===== src/rtl/timerio_pkg.sv =====
// timerio_pkg
//   Shared definitions for the timerio dual interval timer: register
//   address map, CTRL/STAT bit positions and the counter width.
//   Optional feature macro used by the design: TIMERIO_CAPTURE_EN.
package timerio_pkg;

  localparam int CNT_W = 16;

  // Register addresses (AD[3:0])
  localparam logic [3:0] A_CTRL     = 4'h0;
  localparam logic [3:0] A_STAT     = 4'h1;
  localparam logic [3:0] A_PRESC    = 4'h2;
  localparam logic [3:0] A_RELOAD0H = 4'h4;
  localparam logic [3:0] A_RELOAD0L = 4'h5;
  localparam logic [3:0] A_COUNT0H  = 4'h6;
  localparam logic [3:0] A_COUNT0L  = 4'h7;
  localparam logic [3:0] A_RELOAD1H = 4'h8;
  localparam logic [3:0] A_RELOAD1L = 4'h9;
  localparam logic [3:0] A_COUNT1H  = 4'hA;
  localparam logic [3:0] A_COUNT1L  = 4'hB;
  localparam logic [3:0] A_CAPH     = 4'hC;
  localparam logic [3:0] A_CAPL     = 4'hD;

  // CTRL bit positions
  localparam int CTRL_EN0   = 0;
  localparam int CTRL_AUTO0 = 1;
  localparam int CTRL_IE0   = 2;
  localparam int CTRL_CIE   = 3;
  localparam int CTRL_EN1   = 4;
  localparam int CTRL_AUTO1 = 5;
  localparam int CTRL_IE1   = 6;

  // STAT bit positions
  localparam int STAT_TF0 = 0;
  localparam int STAT_TF1 = 1;
  localparam int STAT_CF  = 2;

endpackage


===== src/rtl/timerio_chan.sv =====
// timerio_chan
//   One 16-bit down-counting timer channel.
//   Ports:
//     clk, rst   clock, asynchronous active-low reset
//     en         channel enable (CTRL ENn as currently registered)
//     en_rise    CPU write turning ENn from 0 to 1 this cycle
//     auto       auto-reload mode (CTRL AUTOn)
//     tick       shared prescaler tick
//     reload     RELOADn value
//     count      current COUNTn
//     terminal   one-cycle pulse: tick seen while count == 0 (sets TFn)
//     en_clr     request to clear ENn (terminal in one-shot mode)
module timerio_chan
  import timerio_pkg::*;
(
  input  logic             clk,
  input  logic             rst,
  input  logic             en,
  input  logic             en_rise,
  input  logic             auto,
  input  logic             tick,
  input  logic [CNT_W-1:0] reload,
  output logic [CNT_W-1:0] count,
  output logic             terminal,
  output logic             en_clr
);

  // A load on the enable edge takes priority over a coincident tick.
  assign terminal = en && tick && !en_rise && (count == '0);
  assign en_clr   = terminal && !auto;

  always_ff @(posedge clk or negedge rst) begin
    if (!rst) begin
      count <= '0;
    end else if (en_rise) begin
      count <= reload;
    end else if (en && tick) begin
      if (count != '0)
        count <= count - CNT_W'(1);
      else if (auto)
        count <= reload;
      // one-shot terminal: count holds at 0
    end
  end

endmodule


===== src/rtl/timerio.sv =====
// timerio
//   Memory-mapped dual 16-bit interval timer for the 6801 system bus.
//   Two channels share an 8-bit prescaler; a level IRQ is raised from the
//   enabled status flags. Optional input capture (macro TIMERIO_CAPTURE_EN)
//   timestamps a rising edge of cap_in against COUNT0.
//   Ports:
//     clk     bus clock
//     rst     asynchronous active-low reset
//     AD      register address
//     DI      write data
//     DO      read data, combinational from AD
//     rw      1 = read, 0 = write
//     cs      chip select
//     cap_in  asynchronous capture input (only with TIMERIO_CAPTURE_EN)
//     irq     level interrupt request, active-high
//   Bus transfer: one access per clk in which cs is high; rw selects
//   direction. Writes and read side effects (shadow latch) take effect on
//   that rising clk edge; there is no wait state or backpressure.
module timerio
  import timerio_pkg::*;
#(
  parameter logic [7:0] PRESC_RESET = 8'h00
) (
  input  logic       clk,
  input  logic       rst,
  input  logic [3:0] AD,
  input  logic [7:0] DI,
  output logic [7:0] DO,
  input  logic       rw,
  input  logic       cs,
`ifdef TIMERIO_CAPTURE_EN
  input  logic       cap_in,
`endif
  output logic       irq
);

`ifdef TIMERIO_CAPTURE_EN
  localparam logic [6:0] CTRL_WMASK = 7'h7F;
`else
  localparam logic [6:0] CTRL_WMASK = 7'h77;
`endif

  logic             wr, rd, ctrl_wr, stat_wr;
  logic [6:0]       ctrl_q, ctrl_d;
  logic [7:0]       presc_q, presc_cnt, temp_q, shadow_q;
  logic [CNT_W-1:0] reload0_q, reload1_q, count0, count1;
  logic             tf0_q, tf1_q, cf_q;
  logic             run, tick;
  logic             en_rise0, en_rise1, term0, term1, en_clr0, en_clr1;

  assign wr      = cs && !rw;
  assign rd      = cs && rw;
  assign ctrl_wr = wr && (AD == A_CTRL);
  assign stat_wr = wr && (AD == A_STAT);

  assign en_rise0 = ctrl_wr && DI[CTRL_EN0] && !ctrl_q[CTRL_EN0];
  assign en_rise1 = ctrl_wr && DI[CTRL_EN1] && !ctrl_q[CTRL_EN1];

  // A one-shot terminal clears EN even if the CPU writes CTRL that cycle.
  always_comb begin
    ctrl_d = ctrl_q;
    if (ctrl_wr) ctrl_d = DI[6:0] & CTRL_WMASK;
    if (en_clr0) ctrl_d[CTRL_EN0] = 1'b0;
    if (en_clr1) ctrl_d[CTRL_EN1] = 1'b0;
  end

  // Prescaler: held at 0 while both channels are off, so the first tick
  // comes PRESC+1 clocks after the enabling write.
  assign run  = ctrl_q[CTRL_EN0] || ctrl_q[CTRL_EN1];
  assign tick = run && (presc_cnt == presc_q);

  always_ff @(posedge clk or negedge rst) begin
    if (!rst)
      presc_cnt <= '0;
    else if (!run || tick)
      presc_cnt <= '0;
    else
      presc_cnt <= presc_cnt + 8'd1;
  end

`ifdef TIMERIO_CAPTURE_EN
  // 2-FF synchronizer (s1, s2), edge register (s3) and a registered edge
  // pulse; CAPTURE/CF update three clocks after cap_in is first sampled.
  logic             cap_s1, cap_s2, cap_s3, cap_hit;
  logic [CNT_W-1:0] cap_q;

  always_ff @(posedge clk or negedge rst) begin
    if (!rst) begin
      cap_s1  <= 1'b0;
      cap_s2  <= 1'b0;
      cap_s3  <= 1'b0;
      cap_hit <= 1'b0;
      cap_q   <= '0;
      cf_q    <= 1'b0;
    end else begin
      cap_s1  <= cap_in;
      cap_s2  <= cap_s1;
      cap_s3  <= cap_s2;
      cap_hit <= cap_s2 && !cap_s3;
      if (cap_hit) cap_q <= count0;
      cf_q    <= (cf_q && !(stat_wr && DI[STAT_CF])) || cap_hit;
    end
  end
`else
  assign cf_q = 1'b0;
`endif

  always_ff @(posedge clk or negedge rst) begin
    if (!rst) begin
      ctrl_q    <= '0;
      presc_q   <= PRESC_RESET;
      temp_q    <= '0;
      shadow_q  <= '0;
      reload0_q <= '0;
      reload1_q <= '0;
      tf0_q     <= 1'b0;
      tf1_q     <= 1'b0;
    end else begin
      ctrl_q <= ctrl_d;
      // A set in the same cycle as a write-1-clear wins.
      tf0_q  <= (tf0_q && !(stat_wr && DI[STAT_TF0])) || term0;
      tf1_q  <= (tf1_q && !(stat_wr && DI[STAT_TF1])) || term1;
      if (wr) begin
        case (AD)
          A_PRESC:                presc_q   <= DI;
          A_RELOAD0H, A_RELOAD1H: temp_q    <= DI;
          A_RELOAD0L:             reload0_q <= {temp_q, DI};
          A_RELOAD1L:             reload1_q <= {temp_q, DI};
          default: ;
        endcase
      end
      if (rd) begin
        case (AD)
          A_COUNT0H: shadow_q <= count0[7:0];
          A_COUNT1H: shadow_q <= count1[7:0];
`ifdef TIMERIO_CAPTURE_EN
          A_CAPH:    shadow_q <= cap_q[7:0];
`endif
          default: ;
        endcase
      end
    end
  end

  timerio_chan u_chan0 (
    .clk      (clk),
    .rst      (rst),
    .en       (ctrl_q[CTRL_EN0]),
    .en_rise  (en_rise0),
    .auto     (ctrl_q[CTRL_AUTO0]),
    .tick     (tick),
    .reload   (reload0_q),
    .count    (count0),
    .terminal (term0),
    .en_clr   (en_clr0)
  );

  timerio_chan u_chan1 (
    .clk      (clk),
    .rst      (rst),
    .en       (ctrl_q[CTRL_EN1]),
    .en_rise  (en_rise1),
    .auto     (ctrl_q[CTRL_AUTO1]),
    .tick     (tick),
    .reload   (reload1_q),
    .count    (count1),
    .terminal (term1),
    .en_clr   (en_clr1)
  );

  always_comb begin
    DO = '0;
    case (AD)
      A_CTRL:     DO = {1'b0, ctrl_q};
      A_STAT:     DO = {5'b0, cf_q, tf1_q, tf0_q};
      A_PRESC:    DO = presc_q;
      A_RELOAD0H: DO = reload0_q[15:8];
      A_RELOAD0L: DO = reload0_q[7:0];
      A_COUNT0H:  DO = count0[15:8];
      A_COUNT0L:  DO = shadow_q;
      A_RELOAD1H: DO = reload1_q[15:8];
      A_RELOAD1L: DO = reload1_q[7:0];
      A_COUNT1H:  DO = count1[15:8];
      A_COUNT1L:  DO = shadow_q;
`ifdef TIMERIO_CAPTURE_EN
      A_CAPH:     DO = cap_q[15:8];
      A_CAPL:     DO = shadow_q;
`endif
      default:    DO = '0;
    endcase
  end

`ifdef TIMERIO_CAPTURE_EN
  assign irq = (tf0_q && ctrl_q[CTRL_IE0]) || (tf1_q && ctrl_q[CTRL_IE1]) ||
               (cf_q && ctrl_q[CTRL_CIE]);
`else
  assign irq = (tf0_q && ctrl_q[CTRL_IE0]) || (tf1_q && ctrl_q[CTRL_IE1]);
`endif

endmodule


===== config.mk =====
export PLATFORM = sky130hd
export DESIGN_NAME = timerio
export DESIGN_NICKNAME = d
export VERILOG_FILES = /design/src/rtl/timerio_pkg.sv /design/src/rtl/timerio_chan.sv /design/src/rtl/timerio.sv
export SDC_FILE = /design/constraint.sdc
export NUM_CORES = 1
export LEC_CHECK = 0
export BUFFER_PORTS_ARGS = -buffer_cell sky130_fd_sc_hd__buf_2
export CAP_MARGIN = 20
export CELL_PAD_IN_SITES_DETAIL_PLACEMENT = 2
export CELL_PAD_IN_SITES_GLOBAL_PLACEMENT = 2
export CORE_ASPECT_RATIO = 1.75
export CORE_MARGIN = 3
export CORE_UTILIZATION = 41
export DETAILED_ROUTE_END_ITERATION = 8
export GPL_TIMING_DRIVEN = 0
export HOLD_SLACK_MARGIN = 0.08
export PLACE_DENSITY_LB_ADDON = 0.1
export SYNTH_ARGS = -nofsm -noshare
export SYNTH_HDL_FRONTEND = slang
export SYNTH_HIERARCHICAL = 1
export SYNTH_SLANG_ARGS = --single-unit

===== constraint.sdc =====
create_clock -name clk -period 6.87 [get_ports clk]
set_input_delay 1.0305 -clock clk [delete_from_list [all_inputs] [get_ports clk]]
set_output_delay 1.0305 -clock clk [all_outputs]
set_load 0.02 [all_outputs]

==> metrics.md, run 1 <==
| Metric | Value |
|---|---|
| F_max | `0.238 GHz` |
| Logic pwr share | `0.227` |
| Min-delay worst type | `register to register` |
| FF-to-FF path depth | `10` |
| Max_cap viols | `0` |
| Met1 Usage GRT | `0.340` |
| Mapped Nets | `616` |
| Die Height | `165 um` |
| Slew @ Worst Pin | `0.971 ns` |
| Initial Util | `0.424` |
| Worst endpoint data arrival time | `4.46 ns` |
| Router iterations before antenna repair | `5` |
| Fin crit period | `4.20 ns` |
| Final design utilization | `0.473` |
| Top FF cell, synth | `dfrtp_1` |
| Layout cells sized above 1 | `0.204` |
| Setup bufs post-CTS | `0` |
| EDFF count, synth | `0` |
| WHS Path Cells | `1` |
| Mean Syn Cell Area | `10.0 um2` |
| Setup TNS | `0 ns` |
| Synth area leader | `dfrtp_1` |
| CTS Hold Bufs | `0` |
| Top-area cell type share of the netlist area | `0.437` |
| CTS Buf Count | `9` |
| GRT met2 Usage | `0.565` |
| Routability Congestion | `0.890` |
| Register bit count reported by yosys | `104` |
| Cell count after synthesis | `595` |
| Nets@finish | `652` |
| Slew headroom | `0.348` |
| Power Density | `298 nW/um2` |
| First-pass GRT wire length | `37800 um` |
| Int Pwr | `1.20 mW` |
| Worst r2r src | `presc_q[0]$_DFFE_PN0P_` |
| Reg power frac | `0.492` |
| Total Wirelength | `24500 um` |
| Global route hottest layer | `met2` |
| H-tree depth | `3` |
| Commonest non-fill, non-tap cell in the layout | `dfrtp_1` |
| Leakage | `2.84 nW` |
| I/O Buffers | `24` |
| Final Hold Vio Count | `0` |
| Final setup fails | `0` |
| DR iter-0 viols | `318` |
| Setup crit end kind | `register` |
| Area Growth Syn to Fin | `11.6%` |
| Clock transition at the registers of the reported paths | `0.08 ns` |
| Dpl cells | `797` |
| Synthesized area | `5950 um2` |
| Most frequent cells in the layout | `dfrtp_1 (104), nor2_1 (61), mux2_2 (58), a21oi_1 (47), buf_2 (35)` |
| Peak supply drop | `0.144 mV` |
| Max Slew Vio Count | `0` |
| DP HPWL | `18400 um` |
| Period utilisation layout | `0.612` |
| Antenna-violating nets left | `0` |
| Setup crit start kind | `input port` |
| Vias | `5397` |
| Initial antenna violation count | `0` |
| Clock buffer depth | `2` |
| Hold WS | `0.553 ns` |
| Share of flip-flops with an asynchronous set or reset | `1.00` |
| Total GRT Usage | `0.315` |
| RR Endpoint | `u_chan0/count[15]$_DFFE_PN0P_` |
| Vias in the first global route | `6024` |
| CTS sink count | `104` |
| FP Rows | `57` |
| Io pins | `25` |
| Worst endpoint required time | `7.13 ns` |
| Clk_skew | `0.00945 ns` |
| Core ar. | `14000 um2` |
| Routed vias/inst | `6.64` |
| Outcome | `finished, final reports clean` |
| Die Wd | `97.1 um` |
| Pin count of the biggest net entering global routing | `62` |
| Yosys cell types | `57` |
| Ranking of synthesized cells by area | `dfrtp_1 (44%), mux2_2 (11%), a21oi_1 (4.0%)` |
| CTS-repair resized insts | `0` |
| CTS tree | `built` |
| Reg2Reg Setup Slack | `3.67 ns` |
| Diode count | `0` |
| WHS Endpoint | `tf1_q$_DFF_PN0_` |
| Synthesis Warnings | `6` |
| DRC violations left | `0` |
| Register area share after synthesis | `0.437` |
| Later-pin clock latency in the skew report | `0.37 ns` |
| Clock network power share | `0.281` |
| CP Class | `input port to register` |
| Switch Pwr | `0.775 mW` |
| Die area | `16100 um2` |
| Min-Delay Startpoint | `tf1_q$_DFF_PN0_` |
| Sw Share | `0.391` |
| Overflow left after global routing | `0` |
| WL/cell | `30.1 um` |
| Clk root buf | `clkbuf_16` |
| Crit Path Max Fanout | `10` |
| Unrepaired setup endpoints after global routing | `false` |
| Met3 Use GR | `0.0261` |
| Final std cells w/o fill | `813` |
[per-layer routing]
| layer | share of wire | wire length (um) |
|---|---|---|
| met3 | 0.030 | 734 |
| met5 | 0 | 0 |
| met4 | 0.081 | 1990 |
| met1 | 0.37 | 9060 |
| met2 | 0.52 | 12700 |
[power groups by stage]
stage,registers (mW),logic [mW],clock network (mW)
final,0.974,0.450,0.556
after global routing,0.989,0.499,0.588
after CTS,0.969,0.450,0.564
after detailed placement,0.978,0.440,0
after global placement,0.967,0.410,0
after floorplan,0.855,0.315,0
[metrics by stage]
stage	setup slack [ns]	cell area, um2	power [mW]
5_1_grt	2.46	6640	2.08
3_5_place_dp	2.35	6330	1.42
6_report	2.67	6640	1.98
2_1_floorplan	3.40	5950	1.17
3_3_place_gp	2.46	6300	1.38
4_1_cts	2.75	6640	1.98
[state kept, by name, indices dropped and copies added (netlist names)]
signal / count
reload0_q: 16
reload1_q: 16
u_chan0/count: 16
u_chan1/count: 16
presc_cnt: 8
presc_q: 8
shadow_q: 8
temp_q: 8
ctrl_q: 6
tf0_q: 1
tf1_q: 1
[worst max-delay path, stage by stage]
cell and delay [ns]:
buf_2 0.13, clkbuf_1 0.27, nor4b_2 0.55, nand2_1 0.42, nor3b_1 0.29, clkbuf_1 0.33
clkbuf_1 0.47, clkbuf_1 0.55, nor3_1 0.21, a21o_1 0.19
[kinds of logic after synthesis]
family                     synth area share
muxes                                 0.140
adders and majority gates            0.0105
DFF                                   0.437
AOI/OAI and AO/OA                     0.152
buffers and inverters                0.0334
xor gates and xnor gates             0.0250
and+or+nand+nor                       0.201
[synthesized netlist by cell type, drive strengths merged, types with 8 or more instances]
master  count
nor4       15
buf        18
a32oi       8
clkbuf     15
a21oi      47
nor3       24
a211oi      8
mux2       58
nor2       61
o21ai      19
and3       10
a22o       11
mux2i      16
nand3      21
or4         9
nand2      32
nor3b       8
xor2       14
dfrtp     104
nor2b      10
[worst max path at each step]
stage / start / slack (ns) / cells after the start / to
floorplan: AD[1] / 3.40 / 4 / DO[0]
global placement: AD[3] / 2.46 / 10 / tf0_q$_DFF_PN0_
detailed placement: AD[3] / 2.35 / 10 / tf0_q$_DFF_PN0_
CTS: AD[3] / 2.75 / 10 / tf0_q$_DFF_PN0_
global route: AD[3] / 2.46 / 10 / u_chan0/count[6]$_DFFE_PN0P_
finish: AD[3] / 2.67 / 10 / tf0_q$_DFF_PN0_
[cell type report]
cell class / count / area, um2
tap: 177 / 221
clock buffer: 9 / 225
sequential: 104 / 2600
inverter: 7 / 26.3
timing repair buffer: 25 / 150
multi-input combinational: 451 / 3150
fill: 1483 / 7410
clock inverter: 7 / 91.3
buffer: 33 / 173
Note: power is estimated with default switching activity, not from simulation.
==> inputs of run 2 (changes only) <==
Settings changed: CORE_UTILIZATION 41 to 37.
Clock period 6.87 ns to 3.67 ns, I/O delays scaled along.
==> metrics.md, run 2 (same netlist as run 1, synthesis figures left out) <==
| Metric | Value |
|---|---|
| Initial Util | `0.383` |
| WL/cell | `29.3 um` |
| Area Growth Syn to Fin | `11.3%` |
| Routed vias/inst | `6.35` |
| CTS sink count | `104` |
| Design Power | `3.62 mW` |
| Clock transition at the registers of the reported paths | `0.08 ns` |
| FP Rows | `60` |
| Core ar. | `15500 um2` |
| F_max | `0.292 GHz` |
| Initial antenna violation count | `0` |
| Clk root buf | `clkbuf_16` |
| Power Density | `546 nW/um2` |
| Crit Path Max Fanout | `10` |
| Setup bufs post-CTS | `0` |
| Final Hold Vio Count | `0` |
| Later-pin clock latency in the skew report | `0.36 ns` |
| Setup crit end kind | `register` |
| Leakage | `2.83 nW` |
| DP HPWL | `18800 um` |
| CTS tree | `built` |
| Hold WS | `0.274 ns` |
| DR iter-0 viols | `199` |
| Pin count of the biggest net entering global routing | `64` |
| Clock buffer depth | `2` |
| Unrepaired setup endpoints after global routing | `false` |
| Global route hottest layer | `met2` |
| Outcome | `finished, final reports clean` |
| CTS Buf Count | `9` |
| Total Wirelength | `24100 um` |
| Router iterations before antenna repair | `4` |
| DRC violations left | `0` |
| Vias in the first global route | `5918` |
| Fin crit period | `3.42 ns` |
| Overflow left after global routing | `0` |
| I/O Buffers | `24` |
| GRT met2 Usage | `0.503` |
| Max Slew Vio Count | `0` |
| Peak supply drop | `0.210 mV` |
| Setup crit start kind | `input port` |
| Clk_skew | `0.0100 ns` |
| Routability Congestion | `0.938` |
| Worst endpoint required time | `3.92 ns` |
| Worst endpoint data arrival time | `3.68 ns` |
| CP Class | `input port to register` |
| Multi-input gate area | `3150 um2` |
| Vias | `5221` |
| Total GRT Usage | `0.284` |
| Nets@finish | `652` |
| Final design utilization | `0.426` |
| Die Height | `174 um` |
| Final Cell Area | `6630 um2` |
| Dpl ws | `-0.346 ns` |
| Layout cells sized above 1 | `0.208` |
| Slew @ Worst Pin | `0.982 ns` |
| Die Wd | `102 um` |
| Diode count | `0` |
| Filler instances | `1731` |
| Setup WS post-layout | `0.248 ns` |
| Final std cells w/o fill | `822` |
| Met3 Use GR | `0.0371` |
| Io pins | `25` |
| Max_cap viols | `0` |
| Commonest non-fill, non-tap cell in the layout | `dfrtp_1` |
| Slew headroom | `0.339` |
| Dpl cells | `806` |
| Die area | `17700 um2` |
| H-tree depth | `3` |
| First-pass GRT wire length | `37000 um` |
| Most frequent cells in the layout | `dfrtp_1 (104), nor2_1 (61), mux2_2 (58), a21oi_1 (47), buf_2 (35)` |
| Post-placement cell area | `6330 um2` |
| Period utilisation layout | `0.932` |
| Antenna-violating nets left | `0` |
| Met1 Usage GRT | `0.310` |
| Seq. cell area | `2600 um2` |
| Final setup fails | `0` |
| Setup TNS | `0 ns` |
| Min-delay worst type | `input port to async pin` |
run 2: cell count changes in the layout (fill, tap and decap cells not counted), moves of 2 or more:
cell / before / now
clkbuf_1: 15 / 13
clkinv_4: 0 / 2
clkinv_8: 3 / 1
clkbuf_2: 0 / 3
run 2: worst paths after layout:
check,slack [ns],cells past startpoint,startpoint,end
max,0.25,10,AD[3],u_chan1/count[6]$_DFFE_PN0P_
min,0.27,1,rst,u_chan0/count[4]$_DFFE_PN0P_
max reg2reg,0.29,10,presc_q[7]$_DFFE_PN0P_,u_chan0/count[15]$_DFFE_PN0P_
min reg2reg,0.53,1,tf0_q$_DFF_PN0_,tf0_q$_DFF_PN0_
max in group asynchronous,2.65,2,rst,reload0_q[15]$_DFFE_PN0P_
min in group clk,0.49,2,DI[3],presc_q[3]$_DFFE_PN0P_
run 2: routing by layer:
layer / vias up / part of all wire
met5: - / 0
met2: 157 / 0.53
met1: 2677 / 0.36
met4: 0 / 0.075
met3: 83 / 0.033
li1: 2304 / -
run 2: cell type report:
class | instances | area share
inverter | 7 | 0.00397
sequential | 104 | 0.393
clock buffer | 10 | 0.0346
buffer | 33 | 0.0266
timing repair buffer | 25 | 0.0215
multi-input combinational | 451 | 0.476
clock inverter | 6 | 0.00944
tap | 186 | 0.0351
run 2: where the power goes:
part / internal [mW] / total (mW) / leakage [nW] / switching [mW]
Combinational: 0.366 / 0.827 / 1.38 / 0.461
Clock: 0.480 / 0.980 / 0.142 / 0.500
Sequential: 1.39 / 1.81 / 1.31 / 0.421
run 2: critical path: stages:
cell      delay (ns)
buf_2           0.14
clkbuf_1        0.27
nor4b_2         0.51
nand2_1         0.38
nor3b_1         0.28
clkbuf_1        0.35
clkbuf_1        0.43
clkbuf_2        0.38
a21oi_1         0.12
a211oi_1        0.24
run 2: timing repair:
action,in CTS,in global routing
gates resized for setup,1,4
hold buffers,0,0
pin swaps,0,0
endpoints found under the setup margin,2,5
